==> src/rtl/sync_filter_multi.sv <==
// rtl/sync_filter_multi.sv - multi-channel synchroniser, glitch filter, edge pulses and counters
module sync_filter_multi #(
  parameter int CHANNELS = 4,
  parameter int STAGES   = 2,
  parameter int FILTER_W = 4,
  parameter int CNT_W    = 16
) (
  input  logic                clk,
  input  logic                rst_n,
  input  logic [CHANNELS-1:0] async_in,
  input  logic [FILTER_W-1:0] filter_len,
  input  logic [7:0]          cnt_sel,
  input  logic                cnt_clr,
  output logic [CHANNELS-1:0] sync_out,
  output logic [CHANNELS-1:0] rise_pulse,
  output logic [CHANNELS-1:0] fall_pulse,
  output logic                any_change,
  output logic [CNT_W-1:0]    edge_cnt
);

  localparam logic [FILTER_W-1:0] FCNT_ONE = FILTER_W'(1);
  localparam logic [CNT_W-1:0]    CNT_ONE  = CNT_W'(1);
  localparam logic [CNT_W-1:0]    CNT_MAX  = '1;

  // Synchroniser chain registers; no logic may be placed between stages.
  (* ASYNC_REG = "TRUE" *) logic [CHANNELS-1:0] chain [STAGES];

  logic [CHANNELS-1:0] chain_out;
  logic [CHANNELS-1:0] stable_next;
  logic [CHANNELS-1:0] rise_next;
  logic [CHANNELS-1:0] fall_next;
  logic [FILTER_W-1:0] fcnt      [CHANNELS];
  logic [FILTER_W-1:0] fcnt_next [CHANNELS];
  logic [CNT_W-1:0]    cnt       [CHANNELS];
  logic [CNT_W-1:0]    sel_cnt;

  assign chain_out = chain[STAGES-1];

  // Shift every channel's asynchronous input through the synchroniser chain.
  always_ff @(posedge clk or negedge rst_n) begin
    if (!rst_n) begin
      for (int i = 0; i < STAGES; i++) chain[i] <= '0;
    end else begin
      chain[0] <= async_in;
      for (int i = 1; i < STAGES; i++) chain[i] <= chain[i-1];
    end
  end

  // Filter decision: accept a change once it has differed for filter_len+1 samples.
  // The >= compare lets a lowered filter_len release a counter already past it.
  always_comb begin
    stable_next = sync_out;
    rise_next   = '0;
    fall_next   = '0;
    for (int c = 0; c < CHANNELS; c++) begin
      fcnt_next[c] = fcnt[c];
      if (chain_out[c] == sync_out[c]) begin
        fcnt_next[c] = '0;
      end else if (fcnt[c] >= filter_len) begin
        stable_next[c] = chain_out[c];
        fcnt_next[c]   = '0;
        rise_next[c]   = chain_out[c];
        fall_next[c]   = ~chain_out[c];
      end else begin
        fcnt_next[c] = fcnt[c] + FCNT_ONE;
      end
    end
  end

  // Register filtered level, filter counters and the pulses that mark accepted changes.
  always_ff @(posedge clk or negedge rst_n) begin
    if (!rst_n) begin
      sync_out   <= '0;
      rise_pulse <= '0;
      fall_pulse <= '0;
      any_change <= 1'b0;
      for (int c = 0; c < CHANNELS; c++) fcnt[c] <= '0;
    end else begin
      sync_out   <= stable_next;
      rise_pulse <= rise_next;
      fall_pulse <= fall_next;
      any_change <= |(rise_next | fall_next);
      for (int c = 0; c < CHANNELS; c++) fcnt[c] <= fcnt_next[c];
    end
  end

  // Saturating per-channel edge counters; a clear beats a coincident pulse.
  always_ff @(posedge clk or negedge rst_n) begin
    if (!rst_n) begin
      for (int c = 0; c < CHANNELS; c++) cnt[c] <= '0;
    end else begin
      for (int c = 0; c < CHANNELS; c++) begin
        if (cnt_clr) begin
          cnt[c] <= '0;
        end else if ((rise_pulse[c] | fall_pulse[c]) && (cnt[c] != CNT_MAX)) begin
          cnt[c] <= cnt[c] + CNT_ONE;
        end
      end
    end
  end

  // Select one counter for readback; out-of-range selects read as zero.
  always_comb begin
    sel_cnt = '0;
    for (int c = 0; c < CHANNELS; c++) begin
      if (cnt_sel == 8'(c)) sel_cnt = cnt[c];
    end
  end

  // Register the selected counter value.
  always_ff @(posedge clk or negedge rst_n) begin
    if (!rst_n) edge_cnt <= '0;
    else        edge_cnt <= sel_cnt;
  end

endmodule

==> config.mk <==
export PLATFORM = sky130hd
export DESIGN_NAME = sync_filter_multi
export DESIGN_NICKNAME = d
export VERILOG_FILES = /design/src/rtl/sync_filter_multi.sv
export SDC_FILE = /design/constraint.sdc
export NUM_CORES = 1
export LEC_CHECK = 0
export ABC_AREA = 1
export CAP_MARGIN = 30
export CORE_MARGIN = 2
export CORE_UTILIZATION = 60
export CTS_BUF_LIST = sky130_fd_sc_hd__clkbuf_4 sky130_fd_sc_hd__clkbuf_8
export CTS_CLUSTER_DIAMETER = 150
export CTS_CLUSTER_SIZE = 25
export DETAILED_ROUTE_END_ITERATION = 6
export GPL_TIMING_DRIVEN = 0
export PLACE_DENSITY = 0.78
export SKIP_CTS_REPAIR_TIMING = 1
export SYNTH_ARGS = -nofsm -noshare
export SYNTH_HDL_FRONTEND = slang
export SYNTH_SLANG_ARGS = --single-unit
export TNS_END_PERCENT = 30
==> constraint.sdc <==
create_clock -name clk -period 2.3 [get_ports clk]
set_clock_uncertainty 0.1 [all_clocks]
set_input_delay 0.46 -clock clk [delete_from_list [all_inputs] [get_ports clk]]
set_output_delay 0.46 -clock clk [all_outputs]
set_load 0.03 [all_outputs]
== Yosys cells after proc, flatten, opt, wreduce, memory -nomap -nowiden ==
Index checks and enable logic that the tools add are counted.
Storage, ports and cells
  logic and storage cells: 104
  input bits: 19
  output and inout port bits: 29
  flip-flop bits (word level): 117
Cells by class
  equal/unequal tests: 11
  reduce and logical (&&, ||, !) cells: 14
  bitwise logic cells: 13
  add/subtract/negate cells: 8
  muxes and demuxes: 36
  $lt $le $gt $ge: 4
Operator list (number)
  16-bit 2-to-1 mux: 12
  16-bit by 1-bit adder with 16-bit output (second input constant): 4
  16-bit inequality test (second input constant): 4
  4-bit 2-to-1 mux: 8
  4-bit by 1-bit adder with 4-bit output (second input constant): 4
  8-bit by 2-bit equality test with 1-bit output (second input constant): 2
  4-bit >= comparator: 4
  1-bit 2-to-1 mux: 16
  8-bit by 1-bit equality test with 1-bit output (second input constant): 1
  8-bit logical NOT: 1
  1-bit inverter: 8
  2-bit AND reduction: 4
  2-bit nonzero test: 4
  1-bit equality test: 4
  1-bit logical AND: 4
  1-bit OR: 4
  4-bit OR: 1
  4-bit OR reduction: 1

== Depth between registers and ports, before layout ==
  depth after elaboration: 5
  depth in mapped cells: 10
  depth with buffers taken out: 10

== Least setup slack after synthesis ==
OpenSTA, ideal clock, no wires.
  kind: reg2reg
  start: register cnt[32] (netlist name)
  end: register cnt[46] (netlist name)
  arrival: 1.475 ns
  stages on the path, launching flop included: 11
  period minus slack after synthesis: 1.693 ns
  path buffers: 1
  slack: 0.607 ns
  required time: 2.081 ns
  path through: dfrtp_1 -> ha_1 -> nand3_1 -> inv_2 -> nand2_2 -> nor2_4 -> nor2_4 -> nor2_8 -> buf_6 -> nand2_1 -> nand2_1
Between the ends
  word-level cells in the longest chain between the ends: 3
  elaborated cells between the ends (all ways): 6
RTL lines
  from (decl): RTL line 34  | logic [CNT_W-1:0] cnt [CHANNELS];
  from (signal, indexed assignment): RTL line 96  | cnt[c] <= cnt[c] + CNT_ONE;
  16-bit by 1-bit adder with 16-bit output or 16-bit inequality test (tied branches): RTL line 96, 95
  16-bit 2-to-1 mux or 1-bit logical AND (tied branches): RTL line 95  | end else if ((rise_pulse[c] | fall_pulse[c]) && (cnt[c] != CNT_MAX)) begin
  16-bit 2-to-1 mux or 2-bit nonzero test (tied branches)
Several ways; a longest one is shown, not always the timed one. The select of a mux whose other input is x is not followed.
A chain may end at the register's enable or synchronous reset.

== Worst setup path in the final report ==
  start: register sync_out[3]
  end: output sync_out[3]
RTL lines
  from (decl): RTL line 14  | output logic [CHANNELS-1:0] sync_out,
  from (signal assigned): RTL line 79  | sync_out <= stable_next;
No word-level cell between the ends.

==> impl_metrics.toml <==
[clock_tree]
cts_tree = "yes"
cts_sinks = 117
clock_latency_ps = 460
htreeDepth = 4
clockBufferDepth = 2
cts_buffers = 17
cts_root_buf = "clkbuf_8"
clkTransAtPathRegs_ps = 70

[power_and_ir_drop]
power.total_mw = 5.58
swShare_pct = 31.5
switchingPower_mw = 1.76
power_frac_clock_pct = 37.3
combinationalPowerShare_pct = 20.6
ir_drop_uv = 819
internal-power_mw = 3.82
seqPwrFrac_pct = 42.1
power.density_mw_per_mm2 = 704
p_leak_nw = 3.86

[floorplan]
start_util_pct = 62.0
die-area_mm2 = 0.0122
rows = 38
die_x_um = 111
ios = 48
core_mm2 = 0.0110
dieHeight_um = 111

[timing]
fin_tns_setup_ps = 0
post-route-min-period_ps = 2130
min_period_over_period_pct = 92.5
worst_pin_slew_ps = 783
whs_ps = 252
setup_violations = 0
relSlewSlack_pct = 47.8
hold_viol = 0
finalMaxSlewViolations = 0
setup_slack_ps = 173
fmax_mhz = 470
rsz0062_at_grt = "no"

[synth]
synth_top_area_cell = "dfrtp_1"
synth_top_area_share_pct = 43.0
syn_area_per_cell_um2 = 7.73
seq_area_frac_synth_pct = 43.0
yosys_register_bits = 117
synthTopCellsByArea = "dfrtp_1 43%, nand2_1 15%, nand3_1 8.1%"
syn_nets = 925
synth_area_mm2 = 0.00681
yosys.cell_types.count = 26
syn_inst = 882
yosys_warnings = 0

[cells_and_area]
post_route_cells_drive_above_1_share_pct = 8.21
final_common_cell = "nand2_1"
syn2layout_area_growth_pct = 16.3
final_cell_mix = "268 x nand2_1, 117 x dfrtp_1, 110 x nand3_1"
num-nets-final = 992
nFillCells = 856
final_core_util_pct = 72.2
antenna_cells = 0

[placement]
gp_congestion = 0.960
dpl.hpwl_um = 12900
port_buffers = 46
place_ws_ps = -38.0

[critical_path]
slowest_delay_ps = 710
critical_path_arrival_ps = 1570
slowest_stage = "clkdlybuf4s50_1"
end_kind = "output port"
critPathBufInv = 1
critPathKind = "reg -> out"
required_ps = 1740
critical-path-top-delay-family = "buffers and inverters"
worstPathCellList = "clkdlybuf4s50_1"
worstSetupStartpointType = "flop"
crit_path_max_fanout = 4

[detailed_routing]
num_vias = 6397
drc = 1
ant_nets = 0
wl_per_cell_um = 16.1
wl_um = 17700
drtIter0Drc = 688
dr.pass1.iters = 7
via_per_inst = 5.80

[run]
drv_cap = 0

[global_routing]
grt_pass1_vias = 5985
antenna_found_initial = 0
grt_pass1_wl_um = 28700
grt_max_degree = 66
gr-usage-all-layers_pct = 29.4
grt-ovfl-total = 0

[hold_path]
min_path_type = "reg -> reg"

[run_status]
violations = "design-rule violations"
status = "finished with violations"
-- cells by family (layout without fill, tap and decap cells) --
group / count (synthesis) / after routing / synth area share [%]
compound gates: 30 / 30 / 2.64
xor+xnor: 27 / 27 / 3.47
fa+ha+maj: 24 / 24 / 4.41
buf+inv: 102 / 182 / 6.37
flops: 117 / 117 / 43.0
simple gates: 582 / 582 / 40.1
-- area by class of cell --
cell class              instances  area (µm²)  area share (%)
clock buffers                  19         255            3.22
well taps                     140         175            2.21
clock inverters                13         181            2.29
multi-input cells             663        3450            43.6
flip-flops and latches        117        2930            36.9
inverters                      75         282            3.55
plain buffers                  27         153            1.93
repair buffers                 48         499            6.30
-- cell usage after synthesis --
| cell type | n |
|---|---|
| nand2_1 | 268 |
| dfrtp_1 | 117 |
| nand3_1 | 110 |
| nor2_1 | 90 |
| nand4_1 | 72 |
| inv_1 | 71 |
| xor2_1 | 27 |
| ha_1 | 24 |
| o21bai_1 | 12 |
| buf_2 | 11 |
| o21ai_0 | 10 |
| nor2_4 | 9 |
| nor3_1 | 9 |
| a21oi_1 | 8 |
| nand3b_1 | 6 |
| buf_1 | 5 |
| buf_4 | 4 |
| clkbuf_1 | 4 |
| inv_2 | 4 |
| nand2_2 | 4 |
| nor3_4 | 4 |
| nor3b_1 | 4 |
| buf_6 | 3 |
| nor2_8 | 3 |
| or2_2 | 2 |
| nor2_2 | 1 |
-- path summary, 6_finish.rpt --
kind                              from      endpoint  cells after the start  slack [ps]
min reg2reg                   chain[5]  chain_out[1]                      0         250
max reg2reg                    cnt[32]       cnt[41]                      9         260
min                           chain[5]  chain_out[1]                      0         250
max in group asynchronous        rst_n        cnt[0]                      3        1010
max                        sync_out[3]   sync_out[3]                      1         170
min in group asynchronous        rst_n       cnt[43]                      2         410
-- layer usage --
metal  share of wire [%]  GRT usage, %  vias up
met3                 8.3          7.57       59
met5                   0             0        -
met4                 3.1          12.5        0
met1                  41          37.0     2955
li1                    -             -     3060
met2                  47          48.3      323
-- power groups by stage --
stage,sequential (mW),clock [mW],combinational [mW]
2_1_floorplan,2.47,0,0.629
3_3_place_gp,2.37,0,1.08
3_5_place_dp,2.39,0,1.14
4_1_cts,2.35,2.11,1.16
5_1_grt,2.37,2.19,1.28
6_report,2.35,2.08,1.15
-- through the flow --
| stage | instances | area [µm²] |
|---|---|---|
| after CTS | 1101 | 7920 |
| final | 1102 | 7930 |
| after floorplan | 882 | 6810 |
| after detailed placement | 1069 | 7480 |
| after global placement | 1068 | 7450 |
| after global routing | 1102 | 7930 |
-- registers in the layout, summed over array words and instances (netlist names) --
| register | cells |
|---|---|
| chain_out | 4 |
| sync_out | 4 |
| chain | 4 |
| rise_pulse | 4 |
| fcnt | 16 |
| fall_pulse | 4 |
| any_change | 1 |
| edge_cnt | 16 |
| cnt | 64 |
Note: power is estimated with default switching activity, not from simulation.
